$ cat src/rtl/ram_arbiter_pkg.sv
// Shared types for the two-port RAM arbiter.
// FSM state encoding and requester port indices.
package ram_arbiter_pkg;

   typedef enum logic [1:0] {
      IDLE   = 2'd0,
      ACCESS = 2'd1,
      RESP   = 2'd2
   } state_t;

   localparam int unsigned PORT0 = 0;
   localparam int unsigned PORT1 = 1;

   // last_grant reset value: port 1, so port 0 wins the first tie
   localparam logic LAST_GRANT_RST = 1'b1;

endpackage

$ cat src/rtl/ram_arbiter_rr_picker.sv
// Two-way winner picker, combinational, one-hot grant.
// RAM_ARB_FIXED_PRIO_EN: port 0 always wins ties; else round-robin.
module rr_picker
   import ram_arbiter_pkg::*;
(
   input  logic [1:0] req,
   input  logic       last_grant,
   output logic [1:0] gnt
);

`ifdef RAM_ARB_FIXED_PRIO_EN
   logic unused_last_grant;
   assign unused_last_grant = last_grant;

   always_comb begin
      gnt = 2'b00;
      unique case (1'b1)
         req[PORT0]: gnt[PORT0] = 1'b1;
         req[PORT1]: gnt[PORT1] = 1'b1;
         default:    gnt = 2'b00;
      endcase
   end
`else
   always_comb begin
      gnt = 2'b00;
      unique case (1'b1)
         (req == 2'b11): gnt = last_grant ? 2'b01 : 2'b10;
         (req == 2'b01): gnt = 2'b01;
         (req == 2'b10): gnt = 2'b10;
         default:        gnt = 2'b00;
      endcase
   end
`endif

endmodule

$ cat src/rtl/ram_arbiter.sv
// Two-requester arbiter for a single-port synchronous RAM.
// Tie-break mode selected by RAM_ARB_FIXED_PRIO_EN (see rr_picker).
module ram_arbiter
   import ram_arbiter_pkg::*;
#(
   parameter int ADDR_WIDTH = 8,
   parameter int DATA_WIDTH = 8
)(
   input  logic                  clk,
   input  logic                  arst,
   input  logic                  p0_req,
   input  logic                  p0_we,
   input  logic [ADDR_WIDTH-1:0] p0_addr,
   input  logic [DATA_WIDTH-1:0] p0_wdata,
   output logic                  p0_gnt,
   output logic                  p0_rvalid,
   output logic [DATA_WIDTH-1:0] p0_rdata,
   input  logic                  p1_req,
   input  logic                  p1_we,
   input  logic [ADDR_WIDTH-1:0] p1_addr,
   input  logic [DATA_WIDTH-1:0] p1_wdata,
   output logic                  p1_gnt,
   output logic                  p1_rvalid,
   output logic [DATA_WIDTH-1:0] p1_rdata,
   output logic                  ram_en,
   output logic                  ram_we,
   output logic [ADDR_WIDTH-1:0] ram_addr,
   output logic [DATA_WIDTH-1:0] ram_wdata,
   input  logic [DATA_WIDTH-1:0] ram_rdata,
   output logic                  busy
);

   state_t                state_q, state_d;
   logic                  win_q, win_d;
   logic                  last_q, last_d;
   logic [1:0]            pick;
   logic [1:0]            gnt_d;
   logic [1:0]            rvalid_d;
   logic [DATA_WIDTH-1:0] rdata0_d, rdata1_d;
   logic                  en_d, we_d;
   logic [ADDR_WIDTH-1:0] addr_d;
   logic [DATA_WIDTH-1:0] wdata_d;

   rr_picker u_picker (
      .req        ({p1_req, p0_req}),
      .last_grant (last_q),
      .gnt        (pick)
   );

   always_comb begin
      state_d  = state_q;
      win_d    = win_q;
      last_d   = last_q;
      gnt_d    = 2'b00;
      rvalid_d = 2'b00;
      rdata0_d = p0_rdata;
      rdata1_d = p1_rdata;
      en_d     = 1'b0;
      we_d     = 1'b0;
      addr_d   = ram_addr;
      wdata_d  = ram_wdata;
      unique case (state_q)
         IDLE: begin
            if (|pick) begin
               win_d   = pick[PORT1];
               last_d  = pick[PORT1];
               gnt_d   = pick;
               en_d    = 1'b1;
               we_d    = pick[PORT1] ? p1_we    : p0_we;
               addr_d  = pick[PORT1] ? p1_addr  : p0_addr;
               wdata_d = pick[PORT1] ? p1_wdata : p0_wdata;
               state_d = ACCESS;
            end
         end
         // ram_we is high here exactly when the access is a write
         ACCESS: state_d = ram_we ? IDLE : RESP;
         RESP: begin
            rvalid_d[win_q] = 1'b1;
            if (win_q) rdata1_d = ram_rdata;
            else       rdata0_d = ram_rdata;
            state_d = IDLE;
         end
         default: state_d = IDLE;
      endcase
   end

   always_ff @(posedge clk or posedge arst) begin
      if (arst) begin
         state_q   <= IDLE;
         win_q     <= 1'b0;
         last_q    <= LAST_GRANT_RST;
         p0_gnt    <= 1'b0;
         p1_gnt    <= 1'b0;
         p0_rvalid <= 1'b0;
         p1_rvalid <= 1'b0;
         p0_rdata  <= '0;
         p1_rdata  <= '0;
         ram_en    <= 1'b0;
         ram_we    <= 1'b0;
         ram_addr  <= '0;
         ram_wdata <= '0;
         busy      <= 1'b0;
      end else begin
         state_q   <= state_d;
         win_q     <= win_d;
         last_q    <= last_d;
         p0_gnt    <= gnt_d[PORT0];
         p1_gnt    <= gnt_d[PORT1];
         p0_rvalid <= rvalid_d[PORT0];
         p1_rvalid <= rvalid_d[PORT1];
         p0_rdata  <= rdata0_d;
         p1_rdata  <= rdata1_d;
         ram_en    <= en_d;
         ram_we    <= we_d;
         ram_addr  <= addr_d;
         ram_wdata <= wdata_d;
         busy      <= (state_d != IDLE);
      end
   end

endmodule

$ cat config.mk
export PLATFORM = sky130hd
export DESIGN_NAME = ram_arbiter
export DESIGN_NICKNAME = d
export VERILOG_FILES = /design/src/rtl/ram_arbiter_pkg.sv /design/src/rtl/ram_arbiter_rr_picker.sv /design/src/rtl/ram_arbiter.sv
export SDC_FILE = /design/constraint.sdc
export NUM_CORES = 1
export LEC_CHECK = 0
export CAP_MARGIN = 30
export CORE_MARGIN = 5
export CORE_UTILIZATION = 44
export CTS_CLUSTER_DIAMETER = 120
export DETAILED_ROUTE_END_ITERATION = 7
export PLACE_DENSITY = 0.83
export RECOVER_POWER = 50
export SYNTH_ARGS = -nofsm -noshare
export SYNTH_HDL_FRONTEND = slang
export SYNTH_SLANG_ARGS = --single-unit
$ cat constraint.sdc
create_clock -name clk -period 1.9 [get_ports clk]
set_input_delay 0.19 -clock clk [delete_from_list [all_inputs] [get_ports clk]]
set_output_delay 0.19 -clock clk [all_outputs]
set_load 0.005 [all_outputs]
==> results of run 1 <==
## placed cells by master (no fill, tap or decap), types with 2 or more instances in the layout
| cell | Yosys | final |
|---|---|---|
| sky130_fd_sc_hd__dlygate4sd3_1 | 0 | 4 |
| sky130_fd_sc_hd__dfrtp_1 | 42 | 42 |
| sky130_fd_sc_hd__clkbuf_8 | 0 | 6 |
| sky130_fd_sc_hd__a21oi_1 | 18 | 18 |
| sky130_fd_sc_hd__mux2_4 | 8 | 8 |
| sky130_fd_sc_hd__buf_4 | 3 | 6 |
| sky130_fd_sc_hd__mux2_1 | 8 | 8 |
| sky130_fd_sc_hd__nand2_1 | 34 | 34 |
| sky130_fd_sc_hd__inv_2 | 2 | 2 |
| sky130_fd_sc_hd__a31oi_1 | 8 | 8 |
| sky130_fd_sc_hd__clkdlybuf4s50_1 | 0 | 80 |
| sky130_fd_sc_hd__a31oi_2 | 9 | 9 |
## cell type report
class | count | share of cell area (%)
Timing Repair Buffer | 92 | 31.2
Sequential cell | 43 | 37.5
Inverter | 4 | 0.611
Multi-Input combinational cell | 97 | 24.4
Clock buffer | 6 | 2.88
Clock inverter | 2 | 1.22
Tap cell | 50 | 2.18
## cell usage after synthesis (all sizes together)
library cell and number:
a21o 1, buf 8, nand3b 1, dfstp 1, nand2 35, nor2 2, a31oi 17, mux2 16
dfrtp 42, a21boi 1, nor3 1, or2 2, nor3b 2, a21oi 18, a21bo 1, inv 4
## cells by family after synthesis
logic type	after synthesis
AOI/OAI and AO/OA	38
buffers and inverters	12
DFF	43
muxes	16
and+or+nand+nor	43
## worst max-delay path, stage by stage
cell and delay, ns:
sky130_fd_sc_hd__dlygate4sd3_1 0.60, sky130_fd_sc_hd__a21boi_2 0.64, sky130_fd_sc_hd__nand2_1 0.16, sky130_fd_sc_hd__a31oi_2 0.20
## state kept, by name (all words and copies together), names as in the netlist
signal,count
ram_en,1
p1_rvalid,1
state_q,2
last_q,1
p0_rvalid,1
ram_addr,8
win_q,1
ram_we,1
p0_rdata,8
p0_gnt,1
busy,1
ram_wdata,8
p1_rdata,8
p1_gnt,1
## report_power, final
part	internal (mW)	switching, mW	total (mW)
clock	0.425	0.288	0.713
combinational	1.21	0.735	1.95
sequential	1.37	0.259	1.63
total	3.01	1.28	4.29
## through the flow
stage / utilization [%] / setup WS, ns / cells
after floorplan: - / 0.640 / 152
after global placement: 68.1 / 0.236 / 286
after detailed placement: 68.1 / 0.169 / 286
after CTS: 71.0 / 0.472 / 294
after global routing: 70.2 / 0.217 / 294
final: 70.2 / 0.317 / 294
## per-layer routing
layer / routed length (um) / global-route usage (%) / share of wire [%] / vias to the layer above
met5: 0 / 0 / 0 / -
met4: 31 / 4.08 / 0.69 / 0
met3: 422 / 3.56 / 9.4 / 5
met2: 2240 / 29.1 / 50 / 63
met1: 1790 / 20.3 / 40 / 698
li1: - / - / - / 711
## path summary, 6_finish.rpt
path | cells after the start | to
max in group asynchronous | 3 | state_q[0]
worst min-delay path | 2 | ram_addr[7]
worst max-delay path | 4 | ram_wdata[1]
worst min register to register | 1 | state_q[1]
min in group clk | 1 | state_q[1]
worst max register to register | 2 | p1_rdata[1]
==> results.toml, run 1 <==
[route]
remaining_drc_errors = 0
vias = 1477
routed_via_density = 5.02
drtAntennaViolNets = 0
drt-pass1-iter-count = 4
drt-total-wl_um = 4490
drtIter0Drc = 42
route.detailed.wl_per_inst_um = 15.3

[cts]
clkTransAtPathRegs_ns = 0.08
cts_resized = 0
clock-sinks = 43
ctsHtreeMaxLevel = 2
cts_tree = "done"
postCtsHoldBufs = 0
worstSkewPairLatency_ns = 0.28
cts_buffer_depth = 2
cts_setup_buffers = 0
cts_inserted_buffers = 5
clock_tree.root_cell = "sky130_fd_sc_hd__clkbuf_8"

[final_layout]
regArea_mm2 = 0.00108
fraction_of_final_layout_cells_with_drive_strength_greater_than_1_pct = 16.4
design.final.nets = 289
finalInstanceArea_mm2 = 0.00287
filler_cell_count = 315
area_growth_syn_to_layout_pct = 51.4
insertedDiodeCount = 0
multi_input_comb_area_um2 = 699

[synthesis]
adder_cell_fraction_of_synth_area_pct = 0
yosysTopAreaCellShare_pct = 55.4
synth-compound-area-share_pct = 15.2
synthesized_area_divided_by_synthesized_cell_count_um2 = 12.5
yosys_register_bits = 43
synth_top_cells_by_area = "sky130_fd_sc_hd__dfrtp_1, sky130_fd_sc_hd__nand2_1, sky130_fd_sc_hd__mux2_4"
synth.mux.area_fraction_pct = 11.1
ys_seq_area_share_pct = 56.8
synth_xor_xnor_area_share_pct = 0
synth.cell_area_mm2 = 0.00190
yosysWarningCount = 0
synthesis.instances = 152
synth_fp_nets = 198
main_combinational_cell_family_by_area_after_synthesis = "compound AO/OA/AOI/OAI gates"
synth_top_cell_by_area = "sky130_fd_sc_hd__dfrtp_1"
post_synthesis_simple_gate_area_fraction_pct = 11.9
synth.lib_cells_used.distinct = 27

[timing]
endpoints_failing_setup = 0
hold_viol = 0
setup_repair_after_global_routing_missed_its_margin = "false"
hold-worst-slack_ns = 0.418
worst-slew-pin-transition_ns = 0.785
finalMaxSlewViolations = 0
max_slew_margin_pct = 47.4
max_freq_mhz = 632
period_needed_ns = 1.58
finalClockSkew_ns = 0.00386
period_share_pct = 83.3
tns_ns = 0

[setup_path]
critPathCaptureType = "flip-flop"
r2r-start = "state_q[0]"
reg2reg_slack_ns = 0.39
path_class = "primary input to flip-flop"
worstSetupStartpointType = "primary input"
worstPathRequired_ns = 2.11
cp_arrival_ns = 1.79
crit_path_max_fanout = 18
critical_path.startpoint = "p0_req"

[placed_design]
placedInstanceArea_mm2 = 0.00278
dp_hpwl_um = 3480
place.gp.congestion = 0.709
port_buffers = 84

[power]
total_power_mw = 4.29
total_power_divided_by_cell_area_mw_per_mm2 = 1490
peakVddDrop_uv = 713
p_leak_nw = 1.22

[grt]
groute.usage.overall_pct = 16.4
antenna_found_initial = 0
grt_first_pass_wirelength_um = 7110
grt_overflow = 0
pin_count_of_the_biggest_net_entering_global_routing = 19
number_of_global_route_vias_before_repair = 1521

[run]
cap_violations = 0

[die]
fp.dieW_um = 75.6
start_util_pct = 46.4
placement_rows = 23
pin_count = 85
core_mm2 = 0.00409
die_outline_area_mm2 = 0.00572
dieHeight_um = 75.6

[min_path]
holdCritPathClass = "primary input to async pin"

[outcome]
outcome = "finished, final reports clean"
Power figures use the tool's default switching activity.
==> inputs of run 2 (changes only) <==
--- a/config.mk
+++ b/config.mk
@@ -7,10 +7,10 @@
 export LEC_CHECK = 0
 export CAP_MARGIN = 30
 export CORE_MARGIN = 5
-export CORE_UTILIZATION = 44
+export CORE_UTILIZATION = 41
 export CTS_CLUSTER_DIAMETER = 120
 export DETAILED_ROUTE_END_ITERATION = 7
-export PLACE_DENSITY = 0.83
+export PLACE_DENSITY = 0.78
 export RECOVER_POWER = 50
 export SYNTH_ARGS = -nofsm -noshare
 export SYNTH_HDL_FRONTEND = slang
==> constraint.sdc (replaced) <==
create_clock -name clk -period 1.6 [get_ports clk]
set_input_delay 0.16 -clock clk [delete_from_list [all_inputs] [get_ports clk]]
set_output_delay 0.16 -clock clk [all_outputs]
set_load 0.005 [all_outputs]
==> run 2 against run 1 <==
Compared with the run above: hold slack got worse by 0.050 ns; final cell count increased by 1.0%; register-to-register slack got worse by 0.17 ns; core utilization decreased by 4.6 points; sequential share of layout area decreased by 0.34 points; critical path depth increased by 1; critical endpoint is now busy; largest cell class unchanged.
==> results.toml, run 2 (same netlist as run 1, synthesis figures left out) <==
[outcome]
outcome = "finished, final reports clean"

[route]
remaining_drc_errors = 0
routed_via_density = 5.03
drtAntennaViolNets = 0
vias = 1495
drt-total-wl_um = 4420
route.detailed.wl_per_inst_um = 14.9
drt-pass1-iter-count = 4
drtIter0Drc = 42

[setup_path]
worstPathRequired_ns = 1.77
cp_arrival_ns = 1.61
slowest_stage = "sky130_fd_sc_hd__dlygate4sd3_1"
critPathCaptureType = "flip-flop"
top_family_by_delay_on_critical_path = "simple AND/OR/NAND/NOR gates"
crit_path_max_fanout = 18
path_cells = "dlygate4sd3_1, or2_0, nand2_8, inv_4, or2_1"
timing.critical_path.buf_inv = 2
path_class = "primary input to flip-flop"
worstSetupStartpointType = "primary input"
max_incr_delay_on_cp_ns = 0.58

[timing]
max_slew_margin_pct = 60.7
period_share_pct = 89.5
worst-slew-pin-transition_ns = 0.589
hold-worst-slack_ns = 0.367
setup_repair_after_global_routing_missed_its_margin = "false"
tns_ns = 0
endpoints_failing_setup = 0
period_needed_ns = 1.43
hold_viol = 0
finalClockSkew_ns = 0.00470
finalMaxSlewViolations = 0
max_freq_mhz = 698

[die]
core_mm2 = 0.00441
fp.dieW_um = 78.0
pin_count = 85
placement_rows = 24
start_util_pct = 42.9
dieHeight_um = 78.0
die_outline_area_mm2 = 0.00608

[placed_design]
place.gp.congestion = 0.717
dp_hpwl_um = 3430
port_buffers = 84
place_inst = 289
placedInstanceArea_mm2 = 0.00282

[cts]
ctsHtreeMaxLevel = 2
cts_resized = 0
clock_tree.root_cell = "sky130_fd_sc_hd__clkbuf_8"
cts_setup_buffers = 0
postCtsHoldBufs = 0
worstSkewPairLatency_ns = 0.29
clock-sinks = 43
cts_buffer_depth = 2
cts_inserted_buffers = 5
cts_tree = "done"
clkTransAtPathRegs_ns = 0.08

[grt]
pin_count_of_the_biggest_net_entering_global_routing = 26
most_crowded_layer_gr = "met2"
number_of_global_route_vias_before_repair = 1527
grt_first_pass_wirelength_um = 7250
groute.layer.met1.usage_pct = 17.9
gr_met2_demand_resource_pct = 24.5
grt_overflow = 0
groute.usage.overall_pct = 14.9
global_route.usage.met3_pct = 6.13
antenna_found_initial = 0

[power]
total_power_mw = 4.92
total_power_divided_by_cell_area_mw_per_mm2 = 1700
p_leak_nw = 1.24
peakVddDrop_uv = 768

[final_layout]
highest_count_cells_in_the_layout_ignoring_fill_and_taps = "sky130_fd_sc_hd__clkdlybuf4s50_1, sky130_fd_sc_hd__dfrtp_1, sky130_fd_sc_hd__nand2_1"
mostFrequentLayoutCell = "sky130_fd_sc_hd__clkdlybuf4s50_1"
area_growth_syn_to_layout_pct = 52.7
insertedDiodeCount = 0
fraction_of_final_layout_cells_with_drive_strength_greater_than_1_pct = 17.1
design.final.nets = 290
final_cell_count_no_fill = 297
filler_cell_count = 385
finalInstanceArea_mm2 = 0.00290

[min_path]
holdCritPathClass = "primary input to async pin"

[run]
cap_violations = 0
run 2: cell types whose count changed in the layout (fill, tap and decap cells not counted), moves of 2 or more:
cell / before / now
sky130_fd_sc_hd__buf_12: 0 / 2
sky130_fd_sc_hd__clkbuf_1: 1 / 3
sky130_fd_sc_hd__clkdlybuf4s50_1: 80 / 78
sky130_fd_sc_hd__dlygate4sd3_1: 4 / 6
run 2: report_power, final:
part	internal, mW	switching (mW)	total, mW	leakage, nW
Combinational	1.46	0.868	2.33	0.689
Sequential	1.62	0.324	1.95	0.506
Clock	0.306	0.335	0.641	0.0422
Total	3.39	1.53	4.92	1.24
run 2: stage by stage:
| step | worst slack (ns) | utilization (%) |
|---|---|---|
| 6_report | 0.168 | 65.6 |
| 5_1_grt | 0.120 | 65.6 |
| 4_1_cts | 0.0929 | 65.7 |
| 3_5_place_dp | -0.0259 | 63.8 |
| 3_3_place_gp | 0.0177 | 63.8 |
| 2_1_floorplan | 0.340 | - |
run 2: layout make-up:
type | count | area [um^2] | area share, %
clock buffers | 7 | 76.3 | 2.64
clock inverters | 1 | 5.00 | 0.173
inverters | 4 | 17.5 | 0.605
multi-input cells | 97 | 724 | 25.0
flip-flops and latches | 43 | 1080 | 37.2
well taps | 52 | 65.1 | 2.25
repair buffers | 93 | 930 | 32.1
run 2: final timing paths:
check	start	to	slack, ns	cells after the start
max in group asynchronous	arst	ram_we	0.53	3
worst min register to register	ram_we	state_q[1]	0.43	1
worst min-delay path	arst	ram_en	0.37	2
worst max-delay path	p1_req	busy	0.17	5
min in group clk	p0_we	ram_we	0.43	3
worst max register to register	state_q[1]	p0_rdata[0]	0.22	3
run 2: routing by layer:
| layer | vias up | routed length, um |
|---|---|---|
| met5 | - | 0 |
| met4 | 0 | 55 |
| met3 | 6 | 474 |
| met2 | 70 | 2040 |
| met1 | 709 | 1850 |
| li1 | 710 | - |
==> inputs of run 3 (changes only) <==
--- a/config.mk
+++ b/config.mk
@@ -6,7 +6,7 @@
 export NUM_CORES = 1
 export LEC_CHECK = 0
 export CAP_MARGIN = 30
-export CORE_MARGIN = 5
+export CORE_MARGIN = 4
 export CORE_UTILIZATION = 41
 export CTS_CLUSTER_DIAMETER = 120
 export DETAILED_ROUTE_END_ITERATION = 7
==> run 3 against run 2 <==
Compared with the run above: largest cell class unchanged; non-clock buffer count decreased by 1; sequential share of layout area rose by 0.29 points; power rose by 0.81%; combinational power shrank 3%; wire length increased by 0.32%; register-to-register slack worse by 0.12 ns; largest power group unchanged; critical path depth fell by 2.
==> results.toml, run 3 (same netlist as run 1, synthesis figures left out) <==
[outcome]
outcome = "finished, final reports clean"

[min_path]
holdCritPathClass = "primary input to async pin"

[timing]
worst-slew-pin-transition_ns = 0.599
finalClockSkew_ns = 0.00530
layout_setup_ws_ns = 0.0969
setup_repair_after_global_routing_missed_its_margin = "false"
hold_viol = 0
endpoints_failing_setup = 0
period_share_pct = 93.9
finalMaxSlewViolations = 0
period_needed_ns = 1.50
tns_ns = 0
max_slew_margin_pct = 60.1
max_freq_mhz = 665
hold-worst-slack_ns = 0.256

[setup_path]
max_incr_delay_on_cp_ns = 0.50
worst_r2r_endpoint = "p0_rdata[1]"
worstSetupStartpointType = "flip-flop"
reg2reg_slack_ns = 0.1
r2r-start = "state_q[1]"
cp_arrival_ns = 1.67
worstPathRequired_ns = 1.77
path_class = "flip-flop to flip-flop"
crit_path_max_fanout = 9
timing.reg2reg.worst_path_depth = 3
slowest_stage = "sky130_fd_sc_hd__dfrtp_1"
path_cells = "nor3b_2, clkbuf_2, mux2_4"
critPathCaptureType = "flip-flop"

[final_layout]
design.final.nets = 289
fraction_of_final_layout_cells_with_drive_strength_greater_than_1_pct = 16.4
insertedDiodeCount = 0
filler_cell_count = 373
highest_count_cells_in_the_layout_ignoring_fill_and_taps = "sky130_fd_sc_hd__clkdlybuf4s50_1, sky130_fd_sc_hd__dfrtp_1, sky130_fd_sc_hd__nand2_1"
finalInstanceArea_mm2 = 0.00287
area_growth_syn_to_layout_pct = 51.6
mostFrequentLayoutCell = "sky130_fd_sc_hd__clkdlybuf4s50_1"

[route]
drtAntennaViolNets = 0
routed_via_density = 4.97
route.detailed.wl_per_inst_um = 15.0
drtIter0Drc = 73
drt-pass1-iter-count = 4
vias = 1472
drt-total-wl_um = 4430
remaining_drc_errors = 0

[cts]
cts_tree = "done"
cts_setup_buffers = 0
worstSkewPairLatency_ns = 0.29
cts_buffer_depth = 2
ctsHtreeMaxLevel = 2
postCtsHoldBufs = 0
clock_tree.root_cell = "sky130_fd_sc_hd__clkbuf_8"
cts_inserted_buffers = 5
clkTransAtPathRegs_ns = 0.08
cts_resized = 0
clock-sinks = 43

[die]
dieHeight_um = 76.0
placement_rows = 24
pin_count = 85
die_outline_area_mm2 = 0.00578
fp.dieW_um = 76.0
core_mm2 = 0.00441
start_util_pct = 42.9

[grt]
grt_overflow = 0
antenna_found_initial = 0
groute.usage.overall_pct = 15.1
number_of_global_route_vias_before_repair = 1418
grt_first_pass_wirelength_um = 7040
pin_count_of_the_biggest_net_entering_global_routing = 26

[power]
total_power_mw = 4.96
peakVddDrop_uv = 730
p_leak_nw = 1.24
total_power_divided_by_cell_area_mw_per_mm2 = 1730

[run]
cap_violations = 0

[placed_design]
place.gp.congestion = 0.721
port_buffers = 84
dp_hpwl_um = 3390
detailedPlace.worstSlack_ns = -0.0583
placedInstanceArea_mm2 = 0.00281
==> run 3: cell types whose count changed in the layout (fill, tap and decap cells not counted), sizes merged <==
cell / delta
clkbuf: +3
buf: -3
clkinv: -1
==> run 3: worst max-delay path, delay by kind of cell (launching register included) <==
kind	cells	cell delay, ns
flip-flops	1	0.50
buffers and inverters	1	0.33
multiplexers	1	0.34
AND/OR/NAND/NOR	1	0.22
==> run 3: through the flow <==
stage / utilization [%] / instances
finish: 65.1 / 296
global placement: 63.7 / 288
CTS: 65.9 / 296
global route: 65.1 / 296
floorplan: - / 152
detailed placement: 63.7 / 288
==> run 3: final cells by class <==
class / instances / area [um^2] / area share [%]
Multi-Input combinational cell: 97 / 708 / 24.7
Inverter: 4 / 17.5 / 0.610
Timing Repair Buffer: 92 / 905 / 31.5
Clock buffer: 8 / 100 / 3.48
Sequential cell: 43 / 1080 / 37.5
Tap cell: 52 / 65.1 / 2.26
==> run 3: power breakdown <==
group / switching, mW / total (mW) / internal [mW] / leakage [nW]
Combinational: 0.840 / 2.27 / 1.43 / 0.681
Sequential: 0.330 / 1.96 / 1.62 / 0.506
Clock: 0.339 / 0.733 / 0.394 / 0.0515
==> run 3: worst max path at each step <==
stage               slack [ns]            to  startpoint  depth (start not counted)
finish                     0.1   p0_rdata[1]  state_q[1]                          3
global route              0.01  ram_wdata[6]      last_q                          3
CTS                       0.09   ram_addr[1]      last_q                          3
detailed placement       -0.06   ram_addr[1]      p1_req                          5
global placement          0.02          busy      p1_req                          5
floorplan                 0.34   p0_rdata[0]  state_q[1]                          3
==> run 3: layer usage <==
| metal | up-vias | share of wire [%] | global-route usage (%) | routed length (um) |
|---|---|---|---|---|
| met1 | 701 | 41 | 18.8 | 1830 |
| met5 | - | 0 | 0 | 0 |
| met3 | 7 | 7.5 | 3.90 | 331 |
| li1 | 705 | - | - | - |
| met4 | 0 | 1.5 | 5.87 | 65 |
| met2 | 59 | 50 | 24.9 | 2200 |
